<file path="src/rtl/layer_sched_pkg.sv">
// Shared constants for the layer enable scheduler.
// Provides the FSM state codes, the 2-bit phase codes driven on the phase
// output, the default field widths and a small state classification helper.
package layer_sched_pkg;

  localparam int DEF_DIV_W  = 8;
  localparam int DEF_STEP_W = 12;

  typedef logic [2:0] state_t;

  localparam state_t ST_IDLE = 3'd0;
  localparam state_t ST_CONV = 3'd1;
  localparam state_t ST_POOL = 3'd2;
  localparam state_t ST_DENS = 3'd3;
  localparam state_t ST_DONE = 3'd4;

  localparam logic [1:0] PHASE_CONV = 2'd0;
  localparam logic [1:0] PHASE_POOL = 2'd1;
  localparam logic [1:0] PHASE_DENS = 2'd2;
  localparam logic [1:0] PHASE_IDLE = 2'd3;

  function automatic logic is_run(input state_t s);
    return (s == ST_CONV) || (s == ST_POOL) || (s == ST_DENS);
  endfunction

endpackage

</file>
<file path="src/rtl/layer_strobe_gen.sv">
// Divided-strobe generator shared by all three phases.
// The counter runs 0..div_m1 and wraps; tick is registered, so every control
// input describes the cycle that follows the coming clock edge.
// Ports:
//   clock_in  system clock
//   reset     synchronous active-high reset
//   clear     next cycle is a phase entry: counter restarts at 0
//   hold      freeze the counter for this cycle
//   run       next cycle may strobe (active phase with a non-zero step count)
//   div_m1    strobe period minus one for the next cycle
//   tick      registered one-cycle strobe
module layer_strobe_gen #(
  parameter int DIV_W = 8
) (
  input  logic             clock_in,
  input  logic             reset,
  input  logic             clear,
  input  logic             hold,
  input  logic             run,
  input  logic [DIV_W-1:0] div_m1,
  output logic             tick
);

  logic [DIV_W-1:0] cnt_q;
  logic [DIV_W-1:0] cnt_d;

  always_comb begin
    if (clear)                 cnt_d = '0;
    else if (hold)             cnt_d = cnt_q;
    else if (cnt_q == div_m1)  cnt_d = '0;
    else                       cnt_d = cnt_q + 1'b1;
  end

  // A held counter sitting at div_m1 keeps tick high, so a strobe masked by
  // a hold is issued on the first cycle after the hold is released.
  always_ff @(posedge clock_in) begin
    if (reset) begin
      cnt_q <= '0;
      tick  <= 1'b0;
    end else begin
      cnt_q <= cnt_d;
      tick  <= run && (cnt_d == div_m1);
    end
  end

endmodule

</file>
<file path="src/rtl/layer_enable_scheduler.sv">
// Sequences the CNN pipeline through conv, maxpool and dense phases, issuing
// single-cycle clock-enable strobes at a programmed divisor for a programmed
// number of steps per phase. Configuration is captured on start.
// Optional feature macro: LAYER_SCHED_PAUSE_EN adds the pause input, which
// freezes the active phase while high.
// Ports:
//   clock_in, reset             clock, synchronous active-high reset
//   start                       run request, honoured only in IDLE
//   cfg_div_*  [DIV_W-1:0]      per-phase strobe period (0 and 1 mean 1)
//   cfg_steps_*[STEP_W-1:0]     per-phase strobe count
//   pause                       hold request (LAYER_SCHED_PAUSE_EN only)
//   en_conv/en_pool/en_dens     one-cycle enable strobes
//   phase [1:0]                 0 conv, 1 pool, 2 dense, 3 idle/done
//   step_idx [STEP_W-1:0]       strobes already issued in the current phase
//   busy, done                  run in progress, one-cycle end-of-run pulse
//
// state | meaning
// IDLE  | waiting for start, phase=3
// CONV  | conv strobes at div_conv until steps_conv issued
// POOL  | maxpool strobes at div_pool until steps_pool issued
// DENS  | dense strobes at div_dens until steps_dens issued
// DONE  | one-cycle done pulse, then IDLE
module layer_enable_scheduler
  import layer_sched_pkg::*;
#(
  parameter int DIV_W  = DEF_DIV_W,
  parameter int STEP_W = DEF_STEP_W
) (
  input  logic              clock_in,
  input  logic              reset,
  input  logic              start,
  input  logic [DIV_W-1:0]  cfg_div_conv,
  input  logic [DIV_W-1:0]  cfg_div_pool,
  input  logic [DIV_W-1:0]  cfg_div_dens,
  input  logic [STEP_W-1:0] cfg_steps_conv,
  input  logic [STEP_W-1:0] cfg_steps_pool,
  input  logic [STEP_W-1:0] cfg_steps_dens,
`ifdef LAYER_SCHED_PAUSE_EN
  input  logic              pause,
`endif
  output logic              en_conv,
  output logic              en_pool,
  output logic              en_dens,
  output logic [1:0]        phase,
  output logic [STEP_W-1:0] step_idx,
  output logic              busy,
  output logic              done
);

  state_t            state_q, state_d;
  logic [DIV_W-1:0]  div_conv_q, div_pool_q, div_dens_q;
  logic [STEP_W-1:0] steps_conv_q, steps_pool_q, steps_dens_q;
  logic [STEP_W-1:0] step_q, step_inc, steps_cur;

  logic [DIV_W-1:0]  div_conv_n, div_pool_n, div_dens_n;
  logic [STEP_W-1:0] steps_conv_n, steps_pool_n, steps_dens_n;
  logic [DIV_W-1:0]  div_sel, div_m1;
  logic [STEP_W-1:0] steps_sel;

  logic load, run_now, pause_eff, tick, strobe, phase_end;

  assign run_now = is_run(state_q);

`ifdef LAYER_SCHED_PAUSE_EN
  assign pause_eff = pause && run_now;
`else
  assign pause_eff = 1'b0;
`endif

  assign load   = (state_q == ST_IDLE) && start;
  assign strobe = tick && !pause_eff;

  // The strobe generator looks one cycle ahead, so on the start cycle it must
  // see the cfg values that are about to be captured, not the old shadows.
  assign div_conv_n   = load ? cfg_div_conv   : div_conv_q;
  assign div_pool_n   = load ? cfg_div_pool   : div_pool_q;
  assign div_dens_n   = load ? cfg_div_dens   : div_dens_q;
  assign steps_conv_n = load ? cfg_steps_conv : steps_conv_q;
  assign steps_pool_n = load ? cfg_steps_pool : steps_pool_q;
  assign steps_dens_n = load ? cfg_steps_dens : steps_dens_q;

  always_comb begin
    steps_cur = '0;
    case (state_q)
      ST_CONV: steps_cur = steps_conv_q;
      ST_POOL: steps_cur = steps_pool_q;
      ST_DENS: steps_cur = steps_dens_q;
      default: steps_cur = '0;
    endcase
  end

  assign step_inc  = step_q + 1'b1;
  assign phase_end = (steps_cur == '0) || (strobe && (step_inc == steps_cur));

  always_comb begin
    state_d = state_q;
    case (state_q)
      ST_IDLE: if (start)     state_d = ST_CONV;
      ST_CONV: if (phase_end) state_d = ST_POOL;
      ST_POOL: if (phase_end) state_d = ST_DENS;
      ST_DENS: if (phase_end) state_d = ST_DONE;
      ST_DONE:                state_d = ST_IDLE;
      default:                state_d = ST_IDLE;
    endcase
  end

  always_comb begin
    div_sel   = '0;
    steps_sel = '0;
    case (state_d)
      ST_CONV: begin div_sel = div_conv_n; steps_sel = steps_conv_n; end
      ST_POOL: begin div_sel = div_pool_n; steps_sel = steps_pool_n; end
      ST_DENS: begin div_sel = div_dens_n; steps_sel = steps_dens_n; end
      default: begin div_sel = '0;         steps_sel = '0;           end
    endcase
  end

  // Divisors 0 and 1 both mean a strobe every cycle.
  assign div_m1 = (div_sel[DIV_W-1:1] == '0) ? '0 : div_sel - 1'b1;

  layer_strobe_gen #(.DIV_W(DIV_W)) u_strobe_gen (
    .clock_in (clock_in),
    .reset    (reset),
    .clear    (state_d != state_q),
    .hold     (pause_eff),
    .run      (is_run(state_d) && (steps_sel != '0)),
    .div_m1   (div_m1),
    .tick     (tick)
  );

  always_ff @(posedge clock_in) begin
    if (reset) begin
      state_q      <= ST_IDLE;
      step_q       <= '0;
      div_conv_q   <= '0;
      div_pool_q   <= '0;
      div_dens_q   <= '0;
      steps_conv_q <= '0;
      steps_pool_q <= '0;
      steps_dens_q <= '0;
    end else begin
      state_q <= state_d;
      if (load) begin
        div_conv_q   <= cfg_div_conv;
        div_pool_q   <= cfg_div_pool;
        div_dens_q   <= cfg_div_dens;
        steps_conv_q <= cfg_steps_conv;
        steps_pool_q <= cfg_steps_pool;
        steps_dens_q <= cfg_steps_dens;
      end
      if (state_d != state_q) step_q <= '0;
      else if (strobe)        step_q <= step_inc;
    end
  end

  assign en_conv  = strobe && (state_q == ST_CONV);
  assign en_pool  = strobe && (state_q == ST_POOL);
  assign en_dens  = strobe && (state_q == ST_DENS);
  assign busy     = run_now;
  assign done     = (state_q == ST_DONE);
  assign step_idx = step_q;

  always_comb begin
    case (state_q)
      ST_CONV: phase = PHASE_CONV;
      ST_POOL: phase = PHASE_POOL;
      ST_DENS: phase = PHASE_DENS;
      default: phase = PHASE_IDLE;
    endcase
  end

endmodule
</file>
<file path="config.mk">
export PLATFORM = sky130hd
export DESIGN_NAME = layer_enable_scheduler
export DESIGN_NICKNAME = d
export VERILOG_FILES = /design/src/rtl/layer_sched_pkg.sv /design/src/rtl/layer_strobe_gen.sv /design/src/rtl/layer_enable_scheduler.sv
export SDC_FILE = /design/constraint.sdc
export NUM_CORES = 1
export LEC_CHECK = 0
export BUFFER_PORTS_ARGS = -buffer_cell sky130_fd_sc_hd__buf_4
export CAP_MARGIN = 10
export CORE_ASPECT_RATIO = 0.75
export CORE_UTILIZATION = 45
export CTS_CLUSTER_DIAMETER = 120
export CTS_CLUSTER_SIZE = 14
export DETAILED_ROUTE_END_ITERATION = 6
export MAX_ROUTING_LAYER = met4
export PLACE_DENSITY = 0.66
export SLEW_MARGIN = 25
export SYNTH_ARGS = -nofsm -noshare
export SYNTH_HDL_FRONTEND = slang
export SYNTH_SLANG_ARGS = --single-unit
</file>
<file path="constraint.sdc">
create_clock -name clock_in -period 8.9 [get_ports clock_in]
set_clock_uncertainty 0.15 [all_clocks]
set_input_delay 0.445 -clock clock_in [delete_from_list [all_inputs] [get_ports clock_in]]
set_output_delay 0.445 -clock clock_in [all_outputs]
set_load 0.02 [all_outputs]
</file>
==> impl_metrics.yaml <==
critical_path:
  worst_path_dominant_cell_family: "compound AO/OA/AOI/OAI gates"
  crit_chain: "nor2b_1 -> a32o_1 -> xnor2_1 -> nand4_1 -> nor4_4 -> a211oi_1 -> a311oi_4 -> o31ai_2 -> nand2_1 -> inv_1 -> ha_1 -> xnor2_1 -> mux2_2 -> a221oi_2 -> o221ai_1 -> o21bai_2 -> nand3_1 -> a221oi_2"
  cp_max_fo: 20
  endpoint: "u_strobe_gen.tick"
  r2r_start: "state_q[0]"
  reg2reg_depth: 18
  ff2ff_setup_slack_ns: 2.41
  crit_cells: 18
  end_kind: "flip-flop"
  crit_path_start: "state_q[0]"
  arrival_ns: 6.60
  r2r_end: "u_strobe_gen.tick"
  critPathKind: "reg2reg"
  slowest_stage: "a311oi_4"
  worstSetupStartpointType: "flip-flop"
  cp_num_buf_inv: 1
  required_ns: 9.01
  cpPeakStageDelay_ns: 0.77
synthesis:
  synth_xor_area_share_pct: 6.75
  synth-main-ff-cell: "dfxtp_1"
  synth.ff_latch_count: 84
  synth.distinct_cells: 86
  synthMuxAreaShare_pct: 6.87
  synthesis.nets: 720
  ys_top_cells_by_area: "dfxtp_1 (32%), nand2_1 (7.8%), a21oi_1 (5.1%)"
  synth_top_cell_by_area: "dfxtp_1"
  syn_inst: 654
  synth_area_um2: 5230
  synthAdderAreaFrac_pct: 0.718
  synth_edf_count: 0
  yosysWarnings: 0
  yosysSeqAreaShare_pct: 32.2
  synth_compound_area_share_pct: 21.9
  async_flop_share_pct: 0
  synth_top_family_by_area: "simple AND/OR/NAND/NOR gates"
  yosysMostFrequentCell: "nand2_1"
  syn_area_per_cell_um2: 7.99
  yosysTopAreaCellShare_pct: 32.2
  synthSimpleGateAreaFrac_pct: 26.9
  synth_commonest_cells: "nand2_1 (109), dfxtp_1 (84), a21oi_1 (53), nor2_1 (53), xnor2_1 (28)"
clock_network:
  cts.hold.buffers_added: 0
  cts_buffers: 9
  cts_tree: "built"
  clock_latency_ns: 0.35
  cts_sinks: 84
  cts_buffer_depth: 2
  cts-htree-levels: 3
  path_clk_slew_ns: 0.07
  cts-root-buf: "clkbuf_16"
  ctsResizeCount: 0
  post_cts_buffers: 0
sta:
  setup_viol: 0
  setup_ws_ns: 2.41
  maxSlewViolCount: 0
  hold_violations: 0
  rsz0062_at_grt: "false"
  setup_tns_ns: 0
  slew_headroom_pct: 40.7
  min_period_ns: 6.49
  max_freq_mhz: 154
  period_share_pct: 72.9
  tightest_slew_ns: 0.890
grt:
  grt_remaining_overflow: 0
  grt_pass1_vias: 4647
  grt_pass1_wl_um: 24300
  grt_max_degree: 66
  antenna_found_initial: 0
  track_usage_pct: 26.5
route:
  vias_per_cell: 5.91
  post_drt_wl_per_cell_um: 17.2
  route.vias.total: 5050
  dr.first_iter.drc_count: 357
  wl_um: 14700
  drcViolationCount: 0
  drtAntennaViolNets: 0
  dr.pass1.iters: 6
hold_path:
  min_path_type: "in2reg"
floorplan:
  die_x_um: 126
  dieArea_um2: 12100
  num_rows: 33
  die_y_um: 95.3
  start_util_pct: 47.1
  ios: 82
  core_um2: 11100
final_layout:
  nFillCells: 1045
  antenna_cells: 0
  multi_input_area_um2: 3300
  area_delta_synth_final_pct: 17.8
  area.sequential_um2: 1680
  post_route_cells_drive_above_1_share_pct: 18.8
  final_nets: 776
power_and_ir_drop:
  power.density_nw_per_um2: 407
  leakage_nw: 2.39
  ir_worst_vdd_uv: 194
job:
  cap_violations: 0
placement:
  portBuffers: 81
  hpwl_um: 10900
  dpl_worst_slack_ns: 2.29
  globalplace.congestion: 0.919
outcome:
  status: "complete, no violations"
==> cell type report <==
cell class | instances | area share [%]
multi-input cells | 514 | 53.7
repair buffers | 84 | 10.2
clock buffers | 9 | 3.66
well taps | 140 | 2.85
clock inverters | 6 | 1.20
flip-flops and latches | 84 | 27.3
inverters | 17 | 1.04
==> flip-flops by register name, indices dropped and copies added, names as in the netlist <==
signal	flops
div_conv_q	8
div_dens_q	8
div_pool_q	8
state_q	3
step_idx	12
steps_conv_q	12
steps_dens_q	12
steps_pool_q	12
u_strobe_gen.cnt_q	8
u_strobe_gen.tick	1
==> how the worst min path moves through the flow <==
stage	slack, ns	depth (start not counted)	end	from
after detailed placement	0.31	2	div_conv_q[0]	div_conv_q[0]
after global routing	0.20	3	steps_dens_q[0]	cfg_steps_dens[0]
final	0.20	3	steps_pool_q[7]	cfg_steps_pool[7]
after CTS	0.20	3	steps_pool_q[7]	cfg_steps_pool[7]
after floorplan	0.29	2	div_dens_q[0]	div_dens_q[0]
after global placement	0.31	2	div_dens_q[0]	div_dens_q[0]
==> per-stage QoR <==
step           cell area [um2]  total power, mW  hold WS, ns  std cells  utilization, %
2_1_floorplan             5230             1.77        0.290        654               -
3_3_place_gp              5860             2.08        0.306        839            52.7
3_5_place_dp              5860             2.09        0.308        839            52.7
4_1_cts                   6150             2.48        0.197        854            55.4
5_1_grt                   6160             2.69        0.199        854            55.4
6_report                  6160             2.50        0.198        854            55.4
==> worst reg2reg max path, delay by kind of cell, from the launching register on <==
kind	cells	cell delay, ns
AO/OA/AOI/OAI	8	2.42
XOR/XNOR	2	0.63
adder cells (fa/ha/maj)	1	0.24
buffers and inverters	1	0.12
flip-flops	1	0.75
multiplexers	1	0.41
AND/OR/NAND/NOR	5	1.71
==> cells in the final DEF, fill, tap and decap left out, types with 17 or more instances in the layout <==
cell type  synthesis  layout
nand2_1          109     109
buf_4              1      84
dfxtp_1           84      83
nor2_1            53      53
a21oi_1           53      53
xnor2_1           28      28
mux2i_1           22      22
nor4_1            21      21
nand3_1           21      20
nor3_1            18      18
inv_1             17      17
==> cells by family (layout without fill, tap and decap cells) <==
logic type,Yosys count,in the layout
compound gates,153,153
fa+ha+maj,3,3
simple gates,287,287
mux,34,34
flops,84,84
xor+xnor,37,37
buf+inv,56,116
==> report_power, final <==
part           internal (mW)  switching [mW]  total, mW
logic                  0.617            1.00       1.62
registers              0.432          0.0704      0.502
clock network          0.219           0.163      0.382
total                   1.27            1.24       2.50
==> per-layer routing <==
layer / track usage [%] / part of all wire [%] / vias to the layer above
li1: - / - / 2492
met1: 37.5 / 52 / 2377
met2: 39.0 / 42 / 163
met4: 5.52 / 1.1 / 0
met3: 5.05 / 5.6 / 18
met5: - / 0 / -
No activity file was read; power rests on OpenSTA's default activity.
